## config.mk

```make
export PLATFORM = sky130hd
export DESIGN_NAME = mem_order_arbiter_flat
export DESIGN_NICKNAME = d
export VERILOG_FILES = /design/src/rtl/mem_order_arbiter_if.sv /design/src/rtl/mem_order_arbiter.sv /design/src/flat_wrapper.sv
export SDC_FILE = /design/constraint.sdc
export NUM_CORES = 1
export LEC_CHECK = 0
export ABC_AREA = 1
export ABC_CLOCK_PERIOD_IN_PS = 2340
export CORE_AREA = 2 2 167 169
export CTS_CLUSTER_DIAMETER = 120
export CTS_CLUSTER_SIZE = 20
export DETAILED_ROUTE_END_ITERATION = 6
export DIE_AREA = 0 0 169 171
export HOLD_SLACK_MARGIN = 0.12
export PLACE_DENSITY = 0.57
export SLEW_MARGIN = 25
export SYNTH_ARGS = -nofsm -noshare
export SYNTH_HDL_FRONTEND = slang
export SYNTH_SLANG_ARGS = --single-unit
```

## constraint.sdc

```tcl
create_clock -name clk -period 2.34 [get_ports clk]
set_clock_uncertainty 0.15 [all_clocks]
set_input_delay 0.468 -clock clk [delete_from_list [all_inputs] [get_ports clk]]
set_output_delay 0.468 -clock clk [all_outputs]
set_load 0.1 [all_outputs]
```

## src/rtl/mem_order_arbiter_if.sv

```systemverilog
// ----------------------------------------------------------------------------
// mem_order_arbiter_if
//
// Purpose:
//   Bundles everything between the Mem sub-SICs, the order arbiter and the
//   single data-memory port into one interface.
//
// Signals:
//   head_id      issue id of the oldest in-flight instruction (age reference)
//   sic_req      per-SIC lock request
//   sic_req_id   per-SIC req_issue_id, packed NUM_SICS x ID_WIDTH
//   sic_release  per-SIC release_lock
//   sic_addr     per-SIC word address, packed NUM_SICS x 30
//   sic_wdata    per-SIC write data, packed NUM_SICS x 32
//   sic_wen      per-SIC write enable
//   sic_grant    one-hot grant back to the SICs
//   mem_addr     word address to data memory
//   mem_wdata    write data to data memory
//   mem_wen      data memory write strobe
//   mem_rdata_in combinational read data from data memory
//   sic_rdata    read data broadcast to all SICs
//   busy         lock currently held
//
// Modports:
//   master  the requesting side (SICs plus memory read data)
//   slave   the arbiter itself
// ----------------------------------------------------------------------------
interface mem_order_arbiter_if #(
  parameter int NUM_SICS = 4,
  parameter int ID_WIDTH = 8
);

  logic [ID_WIDTH-1:0]          head_id;
  logic [NUM_SICS-1:0]          sic_req;
  logic [NUM_SICS*ID_WIDTH-1:0] sic_req_id;
  logic [NUM_SICS-1:0]          sic_release;
  logic [NUM_SICS*30-1:0]       sic_addr;
  logic [NUM_SICS*32-1:0]       sic_wdata;
  logic [NUM_SICS-1:0]          sic_wen;
  logic [NUM_SICS-1:0]          sic_grant;
  logic [29:0]                  mem_addr;
  logic [31:0]                  mem_wdata;
  logic                         mem_wen;
  logic [31:0]                  mem_rdata_in;
  logic [31:0]                  sic_rdata;
  logic                         busy;

  modport master (
    output head_id,
    output sic_req,
    output sic_req_id,
    output sic_release,
    output sic_addr,
    output sic_wdata,
    output sic_wen,
    output mem_rdata_in,
    input  sic_grant,
    input  mem_addr,
    input  mem_wdata,
    input  mem_wen,
    input  sic_rdata,
    input  busy
  );

  modport slave (
    input  head_id,
    input  sic_req,
    input  sic_req_id,
    input  sic_release,
    input  sic_addr,
    input  sic_wdata,
    input  sic_wen,
    input  mem_rdata_in,
    output sic_grant,
    output mem_addr,
    output mem_wdata,
    output mem_wen,
    output sic_rdata,
    output busy
  );

endinterface

```

## src/rtl/mem_order_arbiter.sv

```systemverilog
// ----------------------------------------------------------------------------
// mem_order_arbiter
//
// Purpose:
//   Owns the single data-memory port downstream of the Mem sub-SICs. While
//   idle it picks the requesting SIC with the oldest issue id (relative to
//   head_id, modulo 2^ID_WIDTH, ties to the lowest index), locks onto it, and
//   then muxes that SIC's request onto the memory. An access completes in the
//   cycle its grant is high; read data is broadcast to every SIC.
//
// Ports:
//   clk                clock
//   rst                asynchronous, active-high reset
//   arb_if (slave)     SIC lock/memory requests, grants, memory port, busy
//   perf_accesses      (MEM_ARB_PERF_EN only) cycles with a grant, saturating
//   perf_stall_cycles  (MEM_ARB_PERF_EN only) cycles with a request but no
//                      grant, saturating
//
// Configuration:
//   Define MEM_ARB_PERF_EN to add the two 32-bit performance counters. With
//   the macro undefined the counters and their ports do not exist.
// ----------------------------------------------------------------------------
module mem_order_arbiter #(
  parameter int NUM_SICS = 4,
  parameter int ID_WIDTH = 8
) (
  input  logic                clk,
  input  logic                rst,
  mem_order_arbiter_if.slave  arb_if
`ifdef MEM_ARB_PERF_EN
  ,
  output logic [31:0]         perf_accesses,
  output logic [31:0]         perf_stall_cycles
`else
`endif
);

  localparam int IDX_W = (NUM_SICS > 1) ? $clog2(NUM_SICS) : 1;

  typedef enum logic {
    IDLE   = 1'b0,
    LOCKED = 1'b1
  } state_t;

  state_t              state_q, state_d;
  logic [IDX_W-1:0]    owner_q, owner_d;

  logic [ID_WIDTH-1:0] age [NUM_SICS];
  logic                winValid;
  logic [IDX_W-1:0]    winIdx;
  logic [ID_WIDTH-1:0] winAge;

  logic                ownerReq;
  logic [NUM_SICS-1:0] grant;
  logic [29:0]         memAddr;
  logic [31:0]         memWdata;
  logic                memWen;
  logic [31:0]         rdata;
  logic                busy;

  // Age-ordered select. Subtracting head_id maps every in-flight id onto a
  // distance from the oldest instruction, so ids that wrapped past the top of
  // the id space still sort correctly. A strict less-than keeps the first
  // (lowest index) SIC on equal ages.
  always_comb begin
    winValid = 1'b0;
    winIdx   = '0;
    winAge   = '0;
    for (int i = 0; i < NUM_SICS; i++) begin
      age[i] = arb_if.sic_req_id[i*ID_WIDTH +: ID_WIDTH] - arb_if.head_id;
      if (arb_if.sic_req[i] && (!winValid || (age[i] < winAge))) begin
        winValid = 1'b1;
        winIdx   = IDX_W'(i);
        winAge   = age[i];
      end
    end
  end

  // State and owner registers. Reset is asynchronous so that a grant in
  // progress disappears the moment reset asserts, never completing a write.
  always_ff @(posedge clk or posedge rst) begin
    if (rst) begin
      state_q <= IDLE;
      owner_q <= '0;
    end else begin
      state_q <= state_d;
      owner_q <= owner_d;
    end
  end

  // Next-state and output logic. Outputs sit at zero while idle; once locked,
  // the grant follows the owner's live request so a dropped request (abort)
  // never produces an access. Both release and abort hand the port back at
  // the next edge; non-owners simply keep requesting until then.
  always_comb begin
    state_d  = state_q;
    owner_d  = owner_q;
    ownerReq = 1'b0;
    grant    = '0;
    memAddr  = '0;
    memWdata = '0;
    memWen   = 1'b0;
    rdata    = '0;
    busy     = 1'b0;

    unique case (state_q)
      IDLE: begin
        if (winValid) begin
          state_d = LOCKED;
          owner_d = winIdx;
        end
      end

      LOCKED: begin
        busy           = 1'b1;
        ownerReq       = arb_if.sic_req[owner_q];
        grant[owner_q] = ownerReq;
        memAddr        = arb_if.sic_addr[owner_q*30 +: 30];
        memWdata       = arb_if.sic_wdata[owner_q*32 +: 32];
        memWen         = ownerReq & arb_if.sic_wen[owner_q];
        rdata          = arb_if.mem_rdata_in;
        if (!ownerReq || arb_if.sic_release[owner_q]) begin
          state_d = IDLE;
        end
      end

      default: begin
        state_d = IDLE;
      end
    endcase
  end

  assign arb_if.sic_grant = grant;
  assign arb_if.mem_addr  = memAddr;
  assign arb_if.mem_wdata = memWdata;
  assign arb_if.mem_wen   = memWen;
  assign arb_if.sic_rdata = rdata;
  assign arb_if.busy      = busy;

`ifdef MEM_ARB_PERF_EN
  logic [31:0] perfAcc_q, perfAcc_d;
  logic [31:0] perfStall_q, perfStall_d;

  // Saturating counters: one counts cycles that move data, the other counts
  // cycles where someone is asking but nobody holds a grant.
  always_comb begin
    perfAcc_d   = perfAcc_q;
    perfStall_d = perfStall_q;
    if ((|grant) && (perfAcc_q != 32'hFFFF_FFFF)) begin
      perfAcc_d = perfAcc_q + 32'd1;
    end
    if ((|arb_if.sic_req) && !(|grant) && (perfStall_q != 32'hFFFF_FFFF)) begin
      perfStall_d = perfStall_q + 32'd1;
    end
  end

  always_ff @(posedge clk or posedge rst) begin
    if (rst) begin
      perfAcc_q   <= '0;
      perfStall_q <= '0;
    end else begin
      perfAcc_q   <= perfAcc_d;
      perfStall_q <= perfStall_d;
    end
  end

  assign perf_accesses     = perfAcc_q;
  assign perf_stall_cycles = perfStall_q;
`else
  // Performance counters are not built in this configuration.
`endif

endmodule

```

## src/flat_wrapper.sv

```systemverilog
// flat-port wrapper written by rule: the top's interface ports become plain ports
module mem_order_arbiter_flat 
#(
  parameter int NUM_SICS = 4,
  parameter int ID_WIDTH = 8
)
  (clk, rst, arb_if_head_id, arb_if_sic_req, arb_if_sic_req_id, arb_if_sic_release, arb_if_sic_addr, arb_if_sic_wdata, arb_if_sic_wen, arb_if_mem_rdata_in, arb_if_sic_grant, arb_if_mem_addr, arb_if_mem_wdata, arb_if_mem_wen, arb_if_sic_rdata, arb_if_busy);
  mem_order_arbiter_if #(.NUM_SICS(NUM_SICS), .ID_WIDTH(ID_WIDTH)) arb_if_i ();
  input  logic clk;
  input  logic rst;
  input wire logic [$bits(arb_if_i.head_id)-1:0] arb_if_head_id;
  input wire logic [$bits(arb_if_i.sic_req)-1:0] arb_if_sic_req;
  input wire logic [$bits(arb_if_i.sic_req_id)-1:0] arb_if_sic_req_id;
  input wire logic [$bits(arb_if_i.sic_release)-1:0] arb_if_sic_release;
  input wire logic [$bits(arb_if_i.sic_addr)-1:0] arb_if_sic_addr;
  input wire logic [$bits(arb_if_i.sic_wdata)-1:0] arb_if_sic_wdata;
  input wire logic [$bits(arb_if_i.sic_wen)-1:0] arb_if_sic_wen;
  input wire logic [$bits(arb_if_i.mem_rdata_in)-1:0] arb_if_mem_rdata_in;
  output wire logic [$bits(arb_if_i.sic_grant)-1:0] arb_if_sic_grant;
  output wire logic [$bits(arb_if_i.mem_addr)-1:0] arb_if_mem_addr;
  output wire logic [$bits(arb_if_i.mem_wdata)-1:0] arb_if_mem_wdata;
  output wire logic [$bits(arb_if_i.mem_wen)-1:0] arb_if_mem_wen;
  output wire logic [$bits(arb_if_i.sic_rdata)-1:0] arb_if_sic_rdata;
  output wire logic [$bits(arb_if_i.busy)-1:0] arb_if_busy;
  assign arb_if_i.head_id = arb_if_head_id;
  assign arb_if_i.sic_req = arb_if_sic_req;
  assign arb_if_i.sic_req_id = arb_if_sic_req_id;
  assign arb_if_i.sic_release = arb_if_sic_release;
  assign arb_if_i.sic_addr = arb_if_sic_addr;
  assign arb_if_i.sic_wdata = arb_if_sic_wdata;
  assign arb_if_i.sic_wen = arb_if_sic_wen;
  assign arb_if_i.mem_rdata_in = arb_if_mem_rdata_in;
  assign arb_if_sic_grant = arb_if_i.sic_grant;
  assign arb_if_mem_addr = arb_if_i.mem_addr;
  assign arb_if_mem_wdata = arb_if_i.mem_wdata;
  assign arb_if_mem_wen = arb_if_i.mem_wen;
  assign arb_if_sic_rdata = arb_if_i.sic_rdata;
  assign arb_if_busy = arb_if_i.busy;
  mem_order_arbiter #(.NUM_SICS(NUM_SICS), .ID_WIDTH(ID_WIDTH)) u_core (.clk(clk), .rst(rst), .arb_if(arb_if_i));
endmodule
```

; ---- Word level (Yosys, flattened, before mapping)
; Cells that the tools add are included.
[word_totals]
register_bits = 3
in_bits = 334
output_inout_bits = 100
elab_cells = 57
[classes]
add_sub_neg = 4
multipliers = 1
order_cmp = 5
shift = 2
muxes = 27
bitwise = 3
reduce_logical = 13
[ops]
columns = cell, n
row1 = $shiftx A128 B8 Y32, 1
row2 = $shiftx A120 B8 Y30, 1
row3 = $mux W32, 2
row4 = $sub A8 B8 Y8, 4
row5 = $mux W30, 1
row6 = $lt A8 B8 Y1, 3
row7 = $mux W8, 3
row8 = $mux W1, 13
row9 = $bmux W1 S2, 3
row10 = $mul A2 B4 Y6 const B, 1
row11 = $and A4 B4 Y4, 1
row12 = $logic_and A1 B1 Y1, 4
row13 = $logic_not A1 Y1, 4
row14 = $logic_or A1 B1 Y1, 4
row15 = $mux W2, 2
row16 = $mux W4, 1
row17 = $lt A2 B3 Y1 const B, 1
row18 = $demux W1 S2, 1
row19 = $ge A2 B1 Y1 const B, 1
row20 = $pmux W1 S2, 1
row21 = $reduce_and A2 Y1, 1
row22 = $and A1 B1 Y1, 1
row23 = $not A1 Y1, 1

; ---- Depth between registers and ports, before layout
; Gate-level depths: netlist of the first run.
[logic_depth]
ltp_word = 16
depth_mapped = 48
depth_no_buf = 46

; ---- Least setup slack after synthesis of the first run
; No wires, ideal clock.
[synth_timing]
path_kind = input -> register
startpoint = input arb_if_head_id[1]
endpoint = register u_core.owner_q[0]
setup_time_ns = 0.073
t_arrival_ns = 5.182
required_ns = 2.117
setup_slack_ns = -3.065
path_stages = 42
path_buffers = 2
path_cell_list = inv_1 -> ha_1 -> a21oi_1 -> nor2_1 -> nor2_1 -> nor2_1 -> nor2_1 -> o21ai_0 -> inv_1 -> nor2_1 -> nor2_1 -> nor2_1 -> nor2_1 -> or2_2 -> nand3_1 -> ha_1 -> a21oi_1 -> o21a_1 -> (+6 left out) -> ha_1 -> a21oi_1 -> nor2_1 -> a211oi_1 -> nand2_1 -> nand2_2 -> nand2_4 -> clkbuf_1 -> nand2_1 -> o21ai_0 -> ha_1 -> a21oi_1 -> nor2_1 -> a211oi_1 -> nand2_1 -> nand2_1 -> nand2_2 -> a21oi_2
[synth_via]
elab_chain_len = 15
word_cells_on_any_way = 25
classes_between = 4 x add/sub / 3 x order compare / 9 x mux / 9 x reduce/logical
[synth_lines]
columns = item, line
row1 = from (decl), flat_wrapper.sv:11  ; input wire logic [$bits(arb_if_i.head_id)-1:0] arb_if_head_id;
row2 = $sub A8 B8 Y8, mem_order_arbiter.sv:70  ; age[i] = arb_if.sic_req_id[i*ID_WIDTH +: ID_WIDTH] - arb_if.head_id;
row3 = $mux W8, mem_order_arbiter.sv:71  ; if (arb_if.sic_req[i] && (!winValid || (age[i] < winAge))) begin
row4 = $lt A8 B8 Y1, mem_order_arbiter.sv:71
row5 = $logic_or A1 B1 Y1, mem_order_arbiter.sv:71
row6 = $logic_and A1 B1 Y1, mem_order_arbiter.sv:71
row7 = $mux W8 / $mux W1 (equally long branches), mem_order_arbiter.sv:71
row8 = $lt A8 B8 Y1 / $logic_not A1 Y1 (equally long branches), mem_order_arbiter.sv:71
row9 = $logic_or A1 B1 Y1, mem_order_arbiter.sv:71
row10 = $logic_and A1 B1 Y1, mem_order_arbiter.sv:71
row11 = $mux W8 / $mux W1 (equally long branches), mem_order_arbiter.sv:71
row12 = $lt A8 B8 Y1 / $logic_not A1 Y1 (equally long branches), mem_order_arbiter.sv:71
row13 = $logic_or A1 B1 Y1, mem_order_arbiter.sv:71
row14 = $logic_and A1 B1 Y1, mem_order_arbiter.sv:71
row15 = $mux W1, mem_order_arbiter.sv:71
row16 = $reduce_and A2 Y1 (no source line), --
row17 = to (signal assigned), mem_order_arbiter.sv:87  ; owner_q <= owner_d;
row18 = to (decl), mem_order_arbiter.sv:46  ; logic [IDX_W-1:0] owner_q, owner_d;
; Parallel ways exist; a longest one is shown, timed or not.
; A chain may end at the register's enable or synchronous reset.

; ---- Worst setup path in the final report of the first run
; Same ends and word-level chain as after synthesis.

==> out/summary.txt, run 1 <==
Synth cell types -> 28
Largest net degree at the start of global routing -> 35
Yosys warns -> 0
Syn avg cell area -> 6.01 um2
Core ar. -> 27,300 um2
Vias in the first global route -> 7,068
Area grow syn2layout -> 255%
Area of the multi-input gates -> 4700 um2
Hold_ws -> 0.274 ns
Critical Path Fanout Max -> 7
Static Leak -> 5.05 nW
Sink Count -> 3
DR WL/cell -> 19.8 um
CP dominant cell by count -> nor2_1
# rows -> 61
Post-placement cell area -> 11,200 um2
Vias/cell -> 4.39
Sw Pwr -> 11.5 mW
Pwr dens -> 1490 nW/um2
Post-Route WL -> 30.5 mm
Hold Crit Class -> in -> async
Placed cells -> 1,472
Setup CP Type -> in -> reg
Seq pwr share -> 0.6%
Failing checks -> negative setup slack
Final slew viol count -> 0
Critical path data arrival time -> 5.07 ns
Top_reg_cell synth -> dfrtp_1
Sequential cell area -> 80.1 um2
Slowest CP cell -> ha_1
Mapped cell area -> 3680 um2
Final Instance Area -> 13,100 um2
Final Hold Fails -> 0
Worst EP required -> 2.34 ns
Hpwl dp -> 22.3 mm
Worst Setup SP -> arb_if_head_id[1]
Peak VDD IR -> 0.593 mV
Ys async rst share -> 100%
RSZ-0062 raised after global routing -> yes
Ratio of cells with drive above 1 in the final layout -> 48.2%
Fillers -> 2,486
Cells after Synth -> 612
Port Buf Inserts -> 433
EDFF count, synth -> 0
Switching share of power -> 59.2%
Clk buf depth -> 2
Die area -> 28,900 um2
Crit path capture type -> register
Num CTS Buffers -> 3
Routed vias -> 6,775
Post-CTS Hold Fix Bufs -> 0
Slew headroom -> 75.5%
Post-route insts no fill -> 1,542
Final Critical Period -> 5.06 ns
I/O pin total -> 434
Worst slack, placed -> -3.58 ns
Grt ovf -> 0
Status -> finished, violations left
Final #Nets -> 1,580
DRT iter0 DRCs -> 293
Syn Nets -> 999
Clock Root Buffer -> clkbuf_16
Internal power -> 7.96 mW
Final ANT Viol Nets -> 0
Worst-skew pair later-pin latency -> 0.23 ns
Clock transition at the registers of the reported paths -> 0.03 ns
First-pass GRT wire length -> 43.1 mm
Global-route usage over all layers -> 19.6%
Die H -> 171 um
Final Cycle Share -> 216%
CP max stage delay -> 0.30 ns
Max Fclk -> 198 MHz
Critical Path Start Type -> input port
Initial antenna violation count -> 4
DR DRC count -> 0
Chip Width -> 169 um
Starting utilization of the core area -> 13.5%
H-tree Lvls -> 1
GPL Wtd Cong -> 0.858
Slew @ Worst Pin -> 0.368 ns
Seq cells post-synth -> 3
First drt pass iteration count -> 6
R2R cell count -> 9
Combinational Power Share -> 98.0%
CTS tree -> yes
Clock power frac -> 1.4%
Max_cap viols -> 0
Final setup violation count -> 69
R2R Path Start -> u_core.owner_q[1]$_DFFE_PP0P_
Setup_tns -> -12.55 ns
Final WS setup -> -2.72 ns
Register area share after synthesis -> 2.04%
Core Util, Final -> 47.9%
Total power -> 19.5 mW
[layout make-up]
type / count / share of cell area [%]
repair buffers: 614 / 55.9
clock buffers: 4 / 0.603
multi-input cells: 483 / 35.9
inverters: 88 / 3.51
well taps: 346 / 3.31
diodes: 4 / 0.0765
flip-flops and latches: 3 / 0.612
[synthesized netlist by cell type, drive strengths merged (2+ instances only)]
cell,count,area share [%]
a211oi,2,0.41
a21oi,90,12
a22oi,126,26
a31oi,2,0.34
and2,2,0.34
buf,4,0.41
clkbuf,36,3.7
dfrtp,3,2.0
fa,4,2.2
ha,49,17
inv,88,9.0
nand2,106,12
nand3,15,2.0
nor2,32,3.3
o21ai,22,3.0
o21bai,4,0.82
xnor2,7,1.7
xor2,14,3.3
[critical path, delay by kind of cell]
family | cells | cell delay [ns]
adder cells (fa/ha/maj) | 4 | 1.08
buffers and inverters | 3 | 0.23
AO/OA/AOI/OAI | 11 | 1.22
AND/OR/NAND/NOR | 23 | 2.05
[what timing repair did]
action / 4_1_cts / 5_1_grt
endpoints found under the setup margin: 68 / 69
resized for setup: 199 / 60
cloned: 20 / 2
pin swaps: 81 / 74
setup buffers: 39 / 7
[power groups by stage]
stage | Clock, mW | Combinational [mW] | Sequential [mW]
2_1_floorplan | 0 | 10.3 | 0.172
3_3_place_gp | 0 | 16.3 | 0.121
3_5_place_dp | 0 | 16.4 | 0.122
4_1_cts | 0.280 | 18.8 | 0.116
5_1_grt | 0.286 | 19.8 | 0.122
6_report | 0.272 | 19.1 | 0.119
[cells in the final DEF (no fill, tap or decap), types with 2 or more instances in the layout]
cell type / n
dlygate4sd2_1: 8
buf_6: 14
nor2_2: 5
inv_2: 9
nand2_4: 5
nor2_4: 6
inv_1: 44
buf_12: 116
buf_2: 6
clkdlybuf4s50_1: 316
buf_4: 129
inv_4: 3
clkbuf_16: 5
clkdlybuf4s15_1: 2
nor2_1: 21
ha_2: 2
ha_4: 7
diode_2: 4
o21ai_0: 13
nand3_1: 14
xnor2_1: 7
xor2_1: 14
a21oi_2: 9
buf_16: 12
o21bai_1: 4
buf_8: 5
a22oi_1: 10
a22oi_2: 116
clkinvlp_4: 31
nand2_2: 11
a211oi_2: 2
nand2_1: 92
fa_1: 3
and2_1: 2
o21ai_2: 6
a21oi_1: 19
o21ai_1: 3
bufbuf_16: 4
ha_1: 40
a21oi_4: 62
[state kept, by name, summed over array words and instances (netlist names)]
register	flops
u_core.owner_q	2
u_core.state_q	1
[routing by layer]
metal / track usage, % / vias up / share of wire (%)
met5: 0 / - / 0
met1: 22.6 / 3151 / 39
met2: 37.1 / 239 / 53
met3: 3.79 / 34 / 5.5
li1: - / 3351 / -
met4: 5.02 / 0 / 2.4
[kinds of logic after synthesis]
| family | Yosys count | share of synthesized area (%) |
|---|---|---|
| compound gates | 250 | 43.5 |
| flops | 3 | 2.04 |
| xor+xnor | 21 | 5.00 |
| simple gates | 157 | 17.5 |
| buf+inv | 128 | 13.1 |
| fa+ha+maj | 53 | 18.8 |
[final timing paths]
| path | end | slack (ns) |
|---|---|---|
| max | u_core.owner_q[0]$_DFFE_PP0P_ | -2.72 |
| min | u_core.state_q$_DFF_PP0_ | 0.27 |
| max reg2reg | u_core.state_q$_DFF_PP0_ | 0.54 |
| min reg2reg | u_core.owner_q[1]$_DFFE_PP0P_ | 0.53 |
| max in group asynchronous | u_core.state_q$_DFF_PP0_ | 1.62 |
| min in group clk | u_core.owner_q[1]$_DFFE_PP0P_ | 0.53 |
Note: power is estimated with default switching activity, not from simulation.
==> inputs of run 2 (changes only) <==
--- a/config.mk
+++ b/config.mk
@@ -7,6 +7,7 @@
 export LEC_CHECK = 0
 export ABC_AREA = 1
 export ABC_CLOCK_PERIOD_IN_PS = 2340
+export CAP_MARGIN = 10
 export CORE_AREA = 2 2 167 169
 export CTS_CLUSTER_DIAMETER = 120
 export CTS_CLUSTER_SIZE = 20
==> results of run 2 <==
Final layout, timing and power as in run 1 (identical DEF).
